## config.mk

```make
export PLATFORM = sky130hd
export DESIGN_NAME = diagnostics_snapshot_buffer
export DESIGN_NICKNAME = d
export VERILOG_FILES = /design/src/rtl/diagnostics_snapshot_buffer.sv
export SDC_FILE = /design/constraint.sdc
export NUM_CORES = 1
export LEC_CHECK = 0
export CAP_MARGIN = 25
export CORE_ASPECT_RATIO = 1.75
export CORE_MARGIN = 2
export CORE_UTILIZATION = 45
export DETAILED_ROUTE_END_ITERATION = 10
export DONT_BUFFER_PORTS = 1
export PLACE_DENSITY_LB_ADDON = 0.05
export SYNTH_ARGS = -nofsm -noshare
export SYNTH_HDL_FRONTEND = slang
export SYNTH_SLANG_ARGS = --single-unit
```

## constraint.sdc

```tcl
create_clock -name clk -period 4.4 [get_ports clk]
set_input_delay 0 -clock clk [delete_from_list [all_inputs] [get_ports clk]]
set_output_delay 0 -clock clk [all_outputs]
set_load 0.01 [all_outputs]
```

## src/rtl/diagnostics_snapshot_buffer.sv

```systemverilog
// Diagnostics snapshot buffer.
// Keeps a shadow copy of the live channel values and freezes it on request.
// The snapshot is read back one byte at a time: byte 0 is the snapshot
// count, byte 1 is status, and the channel bytes follow, MS byte first.
module diagnostics_snapshot_buffer #(
  parameter int unsigned NUM_CHANNELS  = 8,
  parameter int unsigned CHANNEL_WIDTH = 16,
  parameter int unsigned ADDR_WIDTH    = 8
) (
  input  logic                                  clk,
  input  logic                                  reset_n,
  input  logic [NUM_CHANNELS*CHANNEL_WIDTH-1:0] channel_data,
  input  logic                                  freeze,
  input  logic                                  capture_req,
  input  logic                                  release_req,
  input  logic                                  read_start,
  input  logic [ADDR_WIDTH-1:0]                 read_addr,
  input  logic                                  read_next,
  output logic [7:0]                            read_data,
  output logic                                  read_valid,
  output logic                                  frozen,
  output logic [7:0]                            seq_count,
  output logic                                  overrun
);

  localparam int unsigned BPC         = CHANNEL_WIDTH / 8;
  localparam int unsigned CH_BYTES    = NUM_CHANNELS * BPC;
  localparam int unsigned TOTAL_BYTES = 2 + CH_BYTES;
  localparam int unsigned DATA_W      = NUM_CHANNELS * CHANNEL_WIDTH;

  typedef enum logic {
    LIVE   = 1'b0,
    FROZEN = 1'b1
  } state_t;

  state_t                  state;
  logic                    hold;
  logic [DATA_W-1:0]       shadow;
  logic [ADDR_WIDTH-1:0]   ptr;

  logic [ADDR_WIDTH-1:0]   next_ptr_c;
  logic [ADDR_WIDTH-1:0]   sel_addr_c;
  logic [7:0]              sel_byte_c;
  logic                    load_c;

  // Snapshot state machine: shadow tracking, hold flag and snapshot count
  always_ff @(posedge clk or negedge reset_n) begin
    if (!reset_n) begin
      state     <= LIVE;
      hold      <= 1'b0;
      shadow    <= '0;
      seq_count <= 8'h00;
      frozen    <= 1'b0;
    end else begin
      // capture_req beats release_req when both arrive together
      if (capture_req) begin
        hold <= 1'b1;
      end else if (release_req) begin
        hold <= 1'b0;
      end
      case (state)
        LIVE: begin
          shadow <= channel_data;
          if (freeze || capture_req) begin
            state     <= FROZEN;
            frozen    <= 1'b1;
            seq_count <= seq_count + 8'd1;
          end
        end
        FROZEN: begin
          // Leave only when nothing is holding the snapshot after this edge
          if (!freeze && !capture_req && (!hold || release_req)) begin
            state  <= LIVE;
            frozen <= 1'b0;
          end
        end
      endcase
    end
  end

  // Read address selection and byte map lookup
  always_comb begin
    next_ptr_c = '0;
    sel_addr_c = '0;
    sel_byte_c = 8'h00;
    load_c     = read_start | read_next;

    // Out-of-range pointers also wrap to 0
    if (32'(ptr) >= TOTAL_BYTES - 1) begin
      next_ptr_c = '0;
    end else begin
      next_ptr_c = ptr + ADDR_WIDTH'(1);
    end

    sel_addr_c = read_start ? read_addr : next_ptr_c;

    if (32'(sel_addr_c) == 32'd0) begin
      sel_byte_c = seq_count;
    end else if (32'(sel_addr_c) == 32'd1) begin
      sel_byte_c = {overrun, 6'b000000, frozen};
    end
    for (int unsigned i = 0; i < CH_BYTES; i++) begin
      if (32'(sel_addr_c) == i + 2) begin
        sel_byte_c = shadow[(i / BPC) * CHANNEL_WIDTH + (BPC - 1 - (i % BPC)) * 8 +: 8];
      end
    end
  end

  // Read pointer and registered read port
  always_ff @(posedge clk or negedge reset_n) begin
    if (!reset_n) begin
      ptr        <= '0;
      read_data  <= 8'h00;
      read_valid <= 1'b0;
    end else begin
      read_valid <= 1'b0;
      if (load_c) begin
        ptr        <= sel_addr_c;
        read_data  <= sel_byte_c;
        read_valid <= 1'b1;
      end
    end
  end

  // Sticky overrun; cleared when the status byte is read out, a new set wins
  always_ff @(posedge clk or negedge reset_n) begin
    if (!reset_n) begin
      overrun <= 1'b0;
    end else if ((state == FROZEN) && capture_req) begin
      overrun <= 1'b1;
    end else if (load_c && (32'(sel_addr_c) == 32'd1)) begin
      overrun <= 1'b0;
    end
  end

endmodule

```

# Yosys cells after proc, flatten, opt, wreduce, memory -nomap -nowiden
# Cells that the tools add are included.
[op_classes]
muxes = 31
addsub = 2
eq_ne = 19
n_lt_le_gt_ge = 1
bitwise = 2
n_reduce_logical = 14
[ops]
columns = ["cell", "count"]
rows = [
  ["$mux 8", 20],
  ["$eq 8x4->1 const B", 8],
  ["$eq 8x3->1 const B", 4],
  ["$add 8x1->8 const B", 2],
  ["$eq 8x2->1 const B", 2],
  ["$eq 8x5->1 const B", 2],
  ["$mux 1", 9],
  ["$eq 8x1->1 const B", 1],
  ["$ge 8x5->1 const B", 1],
  ["$logic_not 8->1", 1],
  ["$logic_and 1x1->1", 4],
  ["$pmux 1 s2", 2],
  ["$reduce_and 2->1", 2],
  ["$reduce_bool 2->1", 2],
  ["$logic_not 1->1", 3],
  ["$logic_or 1x1->1", 2],
  ["$ne 2x1->1 const B", 1],
  ["$ne 2x2->1 const B", 1],
  ["$not 1->1", 1],
  ["$or 1x1->1", 1],
]
[totals]
register_bits = 157
wordCells = 78

# Longest topological paths before layout
# Gate-level depths: netlist of the first run.
[depth]
ltp_word = 22
depth_mapped = 12
depth_no_buf = 10

# Worst setup path before layout of the first run
# Ideal clock, no wire load.
[synth_timing]
path_type = "register to register"
start = "register ptr[0]"
end = "register read_data[6]"
required_ns = 4.263
arrival_time_ns = 2.541
path_slack_ns = 1.722
stages_incl_launch_ff = 11
cell_sequence = "dfrtp_1 -> ha_1 -> or4b_4 -> a211oi_2 -> a21o_1 -> buf_4 -> nand3_4 -> o32ai_1 -> a211oi_2 -> a2111oi_2 -> o32ai_1"
[synth_via]
elab_chain_cells = 21
[synth_rtl]
columns = ["item", "line_no", "rtl"]
rows = [
  ["from (decl)", "39", "logic [ADDR_WIDTH-1:0] ptr;"],
  ["from (signal assigned)", "118", "ptr <= sel_addr_c;"],
  ["$add 8x1->8 or $ge 8x5->1 (tied branches)", "92, 89", ""],
  ["$mux 8 *", "89", "if (32'(ptr) >= TOTAL_BYTES - 1) begin"],
  ["$mux 8 *", "95", "sel_addr_c = read_start ? read_addr : next_ptr_c;"],
  ["$logic_not 8->1", "97", "if (32'(sel_addr_c) == 32'd0) begin"],
  ["$mux 8", "97", ""],
  ["$mux 8 (15 in a row)", "103", "if (32'(sel_addr_c) == i + 2) begin"],
  ["$mux 8 *", "103", ""],
  ["to (signal assigned)", "119", "read_data <= sel_byte_c;"],
  ["to (decl)", "19", "output logic [7:0] read_data,"],
]
# Mark *: on every way between the ends. The rest lies on a longest branch, timed or not.
# A chain may end at the register's enable or synchronous reset.

# Worst setup path in the final report of the first run
[layout_timing]
start = "register ptr[1]"
end = "register read_data[6]"
# The elaborated chain is that of the path after synthesis.

==> impl_metrics.py, run 1 <==
metrics = {
    "yosys": {
        "synth_edf_count": 0,
        "synth_area_sq_mm": 0.00765,
        "ys.flop_type": "dfrtp_1",
        "ys_types": 72,
        "ys_seq_area_share_pct": 51.4,
        "ys_async_sr_fraction_pct": 100,
        "ys_seq_elements": 157,
        "ys_warn_count": 0,
        "synth.avg_cell_area_sq_um": 11.7,
        "syn-num-nets": 800,
        "synthCells": 653,
    },
    "setup_path": {
        "start_kind": "register",
        "worst-setup-path-type": "register to register",
        "cp.arrival_ns": 3.97,
        "rr_startpoint": "ptr[1]$_DFFE_PN0P_",
        "end_kind": "register",
        "crit_buf_inv": 1,
        "critPathTopFamily": "simple AND/OR/NAND/NOR gates",
        "worstPathMaxFanout": 16,
        "crit_chain": "inv_1, ha_1, nor4b_4, o211ai_1, nand2_1, nand2_1, o32ai_1, a211oi_2, a2111oi_2, o32ai_1",
        "slowest_stage": "nand2_1",
        "cpPeakStageDelay_ns": 0.58,
        "worstPathRequired_ns": 4.69,
        "startpoint": "ptr[1]$_DFFE_PN0P_",
    },
    "worst_hold_path": {
        "hold_class": "input port to register",
        "min_from": "read_next",
    },
    "power": {
        "powerDensity_mw_per_mm2": 427,
        "p_leak_nw": 3.93,
        "peakVddDrop_mv": 0.334,
    },
    "cells_and_area": {
        "final_common_cell": "dfrtp_1",
        "final_cell_mix": "156 x dfrtp_1, 139 x dlygate4sd3_1, 129 x mux2_2, 40 x nand2_1, 33 x o21ai_0",
        "antenna_cells": 0,
        "drive_gt1_share_pct": 23.2,
        "fin_nets": 927,
        "nFillCells": 1432,
        "area_growth_pct": 28.3,
        "fin_area_sq_mm": 0.00981,
    },
    "die": {
        "die_y_microns": 176,
        "dieArea_sq_mm": 0.0181,
        "start_util_pct": 45.6,
        "fp-row-count": 63,
        "die_x_microns": 103,
        "io_pins": 162,
        "core_sq_mm": 0.0168,
    },
    "clocking": {
        "post-cts-setup-buffers": 0,
        "clock_latency_ns": 0.43,
        "cts_hold_buf": 140,
        "cts_made_buffers": 17,
        "cts_tree": "done",
        "cts.sinks": 157,
        "cts_root_buf": "clkbuf_16",
        "ctsResizeCount": 0,
        "cts_buffer_depth": 2,
        "clkSlewWorstSetupHoldPaths_ns": 0.06,
        "cts_max_level": 4,
    },
    "detailed_routing": {
        "vias": 5986,
        "routedWlPerCell_microns": 23.6,
        "dr.pass1.iters": 5,
        "avgViaCountPerCell": 5.87,
        "wl_met3_microns": 1100,
        "drc_errors": 0,
        "wl_met1_microns": 8600,
        "drt_wl_total_microns": 24100,
        "drtIter0Drc": 290,
        "met2WireLength_microns": 13400,
        "highest_layer": "met4",
        "drtAntennaViolNets": 0,
    },
    "sta": {
        "hold_ws_ns": 0.0189,
        "setup_violations": 0,
        "setup_slack_ns": 0.724,
        "finClkSkew_ns": 0.00545,
        "rsz0062_at_grt": "no",
        "max_freq_ghz": 0.272,
        "min_period_ns": 3.68,
        "finalHoldViolCount": 0,
        "fin_tns_setup_ns": 0,
        "fin_crit_sh_pct": 83.5,
        "worstMarginPinSlew_ns": 1.08,
        "slew_violations": 0,
        "slew_headroom_pct": 27.5,
    },
    "placed_design": {
        "place.gp.congestion": 0.929,
        "dp_slack_ns": 0.786,
        "placed_cell_area_sq_mm": 0.00782,
        "io_buffers": 0,
        "dp.final_hpwl_microns": 17100,
    },
    "flow_run": {
        "cap_violations": 0,
    },
    "global_routing": {
        "grt_pass1_vias": 6440,
        "grt_util_all_layers_pct": 27.5,
        "grt_start_max_net_pins": 158,
        "grt_overflow": 0,
        "grt_pass1_wl_microns": 36600,
        "antenna_found_initial": 0,
    },
    "run_status": {
        "status": "finished clean",
    },
}
synth_stat cells, types with 9 or more instances:
| cell | count | share of area, % |
|---|---|---|
| a21oi_1 | 31 | 2.0 |
| a22oi_1 | 9 | 0.88 |
| clkbuf_1 | 27 | 1.3 |
| dfrtp_1 | 157 | 51 |
| mux2_2 | 129 | 19 |
| nand2_1 | 40 | 2.0 |
| nand3_1 | 18 | 1.2 |
| nor2_1 | 31 | 1.5 |
| nor3_1 | 14 | 0.92 |
| o211ai_1 | 10 | 0.98 |
| o21ai_0 | 33 | 2.2 |
sequential cells by signal (all words and copies together) (netlist names):
signal and cells:
read_data 8, read_valid 1, hold 1, frozen 1
shadow 128, ptr 8, state 1, seq_count 8
overrun 1
per-layer routing:
layer / vias to the layer above / track usage, %
met5: - / 0
met4: 0 / 13.0
met3: 51 / 4.99
met2: 212 / 49.9
met1: 3029 / 30.2
li1: 2694 / -
where the power goes:
part | leakage, nW | total, mW | switching [mW] | internal, mW
registers | 1.84 | 2.00 | 0.285 | 1.71
clock network | 0.278 | 1.46 | 0.592 | 0.867
logic | 1.82 | 0.736 | 0.334 | 0.402
final timing paths:
check	to	slack, ns	cells after the start
worst max-delay path	read_data[6]$_DFFE_PN0P_	0.72	10
worst max register to register	read_data[6]$_DFFE_PN0P_	0.72	10
worst min register to register	shadow[72]$_DFFE_PN0N_	0.51	1
worst min-delay path	ptr[4]$_DFFE_PN0P_	0.02	2
max in group asynchronous	read_data[6]$_DFFE_PN0P_	3.54	2
min in group asynchronous	shadow[21]$_DFFE_PN0N_	0.25	2
metrics by stage:
step                power, mW  std cells  util (%)
global route             4.37       1020      58.5
finish                   4.19       1020      58.5
global placement         2.61        847      46.5
floorplan                2.38        653         -
detailed placement       2.63        848      46.6
CTS                      4.23       1020      58.5
layout make-up:
| cell class | instances | area, sq um | share of cell area (%) |
|---|---|---|---|
| Multi-Input combinational cell | 451 | 3520 | 35.9 |
| Inverter | 7 | 26.3 | 0.268 |
| Clock inverter | 9 | 111 | 1.13 |
| Tap cell | 227 | 284 | 2.89 |
| Sequential cell | 157 | 3930 | 40.1 |
| Clock buffer | 23 | 468 | 4.77 |
| Timing Repair Buffer | 146 | 1470 | 15.0 |
cells by family after synthesis:
| group | after synthesis | share of synthesized area (%) |
|---|---|---|
| AOI/OAI and AO/OA | 161 | 14.8 |
| xor gates and xnor gates | 10 | 1.14 |
| adders and majority gates | 4 | 0.654 |
| buffers and inverters | 45 | 2.57 |
| DFF | 157 | 51.4 |
| muxes | 136 | 20.1 |
| and+or+nand+nor | 140 | 9.39 |
(Power assumes the default switching activity.)
==> inputs of run 2 (changes only) <==
Clock period 4.4 ns to 3.4 ns, I/O delays scaled along.
==> run 2 against run 1 <==
- the flow now finishes with violations (hold timing)
- via count increased by 1.0%
- setup slack got worse by 0.57 ns
- die area unchanged
- non-clock buffer count increased by 25
- hold slack got worse by 0.76 ns
- total power increased by 32%
- wire length decreased by 0.25%
- sequential share of layout area decreased by 1.0 points
- cell area increased by 2.6%
- first-iteration DRC count increased by 33%
- clock skew increased by 0.0066 ns
- critical path type unchanged
- critical endpoint is now read_data[1]$_DFFE_PN0P_
==> impl_metrics.py, run 2 (synthesis results as in run 1) <==
metrics = {
    "placed_design": {
        "dp.cells": 874,
        "dp_slack_ns": -0.309,
        "io_buffers": 0,
        "place.gp.congestion": 0.894,
        "placed_cell_area_sq_mm": 0.00802,
        "dp.final_hpwl_microns": 17200,
    },
    "cells_and_area": {
        "final_common_cell": "dfrtp_1",
        "final_cell_mix": "156 x dfrtp_1, 138 x dlygate4sd3_1, 129 x mux2_2, 40 x nand2_1, 33 x o21ai_0",
        "drive_gt1_share_pct": 26.7,
        "utilization_pct": 60.0,
        "antenna_cells": 0,
        "fin_area_sq_mm": 0.0101,
        "largest_reg_flops": 128,
        "area_growth_pct": 31.6,
        "largest-register": "shadow",
        "fin_nets": 952,
        "fin_cells": 1044,
    },
    "die": {
        "dieArea_sq_mm": 0.0181,
        "core_sq_mm": 0.0168,
        "fp-row-count": 63,
        "die_y_microns": 176,
        "start_util_pct": 45.6,
        "io_pins": 162,
        "die_x_microns": 103,
    },
    "sta": {
        "slew_violations": 0,
        "fin_tns_setup_ns": 0,
        "hold_ws_ns": -0.745,
        "min_period_ns": 3.25,
        "max_freq_ghz": 0.308,
        "finClkSkew_ns": 0.0121,
        "slew_headroom_pct": 36.8,
        "setup_violations": 0,
        "setup_slack_ns": 0.151,
        "fin_crit_sh_pct": 95.5,
        "worstMarginPinSlew_ns": 0.948,
        "finalHoldViolCount": 157,
    },
    "clocking": {
        "cts_tree": "done",
        "cts_made_buffers": 17,
        "post-cts-setup-buffers": 0,
        "cts_hold_buf": 138,
        "cts_root_buf": "clkbuf_16",
        "clkSlewWorstSetupHoldPaths_ns": 0.06,
        "clock_latency_ns": 0.44,
        "cts_max_level": 4,
        "cts_buffer_depth": 2,
        "cts.sinks": 157,
    },
    "run_status": {
        "violations": "hold timing",
        "status": "complete, but fails checks",
    },
    "detailed_routing": {
        "avgViaCountPerCell": 5.79,
        "vias": 6046,
        "drtIter0Drc": 385,
        "dr.pass1.iters": 5,
        "drtAntennaViolNets": 0,
        "drt_wl_total_microns": 24000,
        "routedWlPerCell_microns": 23.0,
        "drc_errors": 0,
    },
    "setup_path": {
        "rr_startpoint": "ptr[0]$_DFFE_PN0P_",
        "cp.arrival_ns": 3.62,
        "worstPathMaxFanout": 12,
        "worstRegToRegCells": 9,
        "rrSetupSlack_ns": 0.15,
        "end_kind": "register",
        "worst-setup-path-type": "register to register",
        "r2r_end": "read_data[1]$_DFFE_PN0P_",
        "worstPathRequired_ns": 3.77,
        "start_kind": "register",
    },
    "global_routing": {
        "grt_start_max_net_pins": 158,
        "grt_pass1_wl_microns": 37300,
        "grt_pass1_vias": 6603,
        "grt_overflow": 0,
        "antenna_found_initial": 0,
        "grt_util_all_layers_pct": 28.0,
    },
    "power": {
        "finalPower_mw": 5.53,
        "powerDensity_mw_per_mm2": 549,
        "p_leak_nw": 4.08,
        "peakVddDrop_mv": 0.437,
    },
    "flow_run": {
        "cap_violations": 0,
    },
    "worst_hold_path": {
        "hold_class": "input port to async pin",
    },
}
[run 2: power breakdown]
group	leakage [nW]	internal, mW	total (mW)	switching [mW]
Combinational	1.95	0.546	0.966	0.420
Sequential	1.84	2.22	2.57	0.356
Clock	0.292	1.19	1.99	0.797
[run 2: worst max-delay path by stage]
stage                        from                        to  slack, ns  cells after the start
2_1_floorplan  ptr[0]$_DFFE_PN0P_  read_data[6]$_DFFE_PN0P_       0.72                     10
3_3_place_gp   ptr[0]$_DFFE_PN0P_  read_data[3]$_DFFE_PN0P_      -0.21                      9
3_5_place_dp   ptr[1]$_DFFE_PN0P_  read_data[3]$_DFFE_PN0P_      -0.31                     10
4_1_cts        ptr[1]$_DFFE_PN0P_  read_data[5]$_DFFE_PN0P_       0.06                     11
5_1_grt        ptr[1]$_DFFE_PN0P_  read_data[3]$_DFFE_PN0P_     -0.008                     10
6_report       ptr[0]$_DFFE_PN0P_  read_data[1]$_DFFE_PN0P_       0.15                      9
[run 2: cell type report]
type / count / area [sq um]
clock inverter: 12 / 161
sequential: 157 / 3930
multi-input combinational: 451 / 3570
clock buffer: 19 / 453
fill: 1404 / 6720
tap: 227 / 284
timing repair buffer: 171 / 1640
inverter: 7 / 26.3
[run 2: layer usage]
metal,share of wire (%),vias up,global-route usage [%]
li1,-,2743,-
met1,36,3022,31.6
met2,54,230,49.3
met3,5.0,51,5.66
met4,4.3,0,13.7
met5,0,-,0
[run 2: worst max-delay path, cell delays in order, from the launching register on]
cell,delay (ns)
dfrtp_1,0.47
ha_1,0.28
or4b_4,0.56
a211oi_2,0.29
a21oi_1,0.16
buf_12,0.20
nor3_2,0.31
a22oi_1,0.18
o41ai_2,0.54
o2bb2ai_1,0.18
[run 2: repair_timing]
item                                   CTS  global route
endpoints found under the hold margin  294           157
gates resized for setup                  3             4
setup endpoints to repair                2             3
gates cloned                             0             0
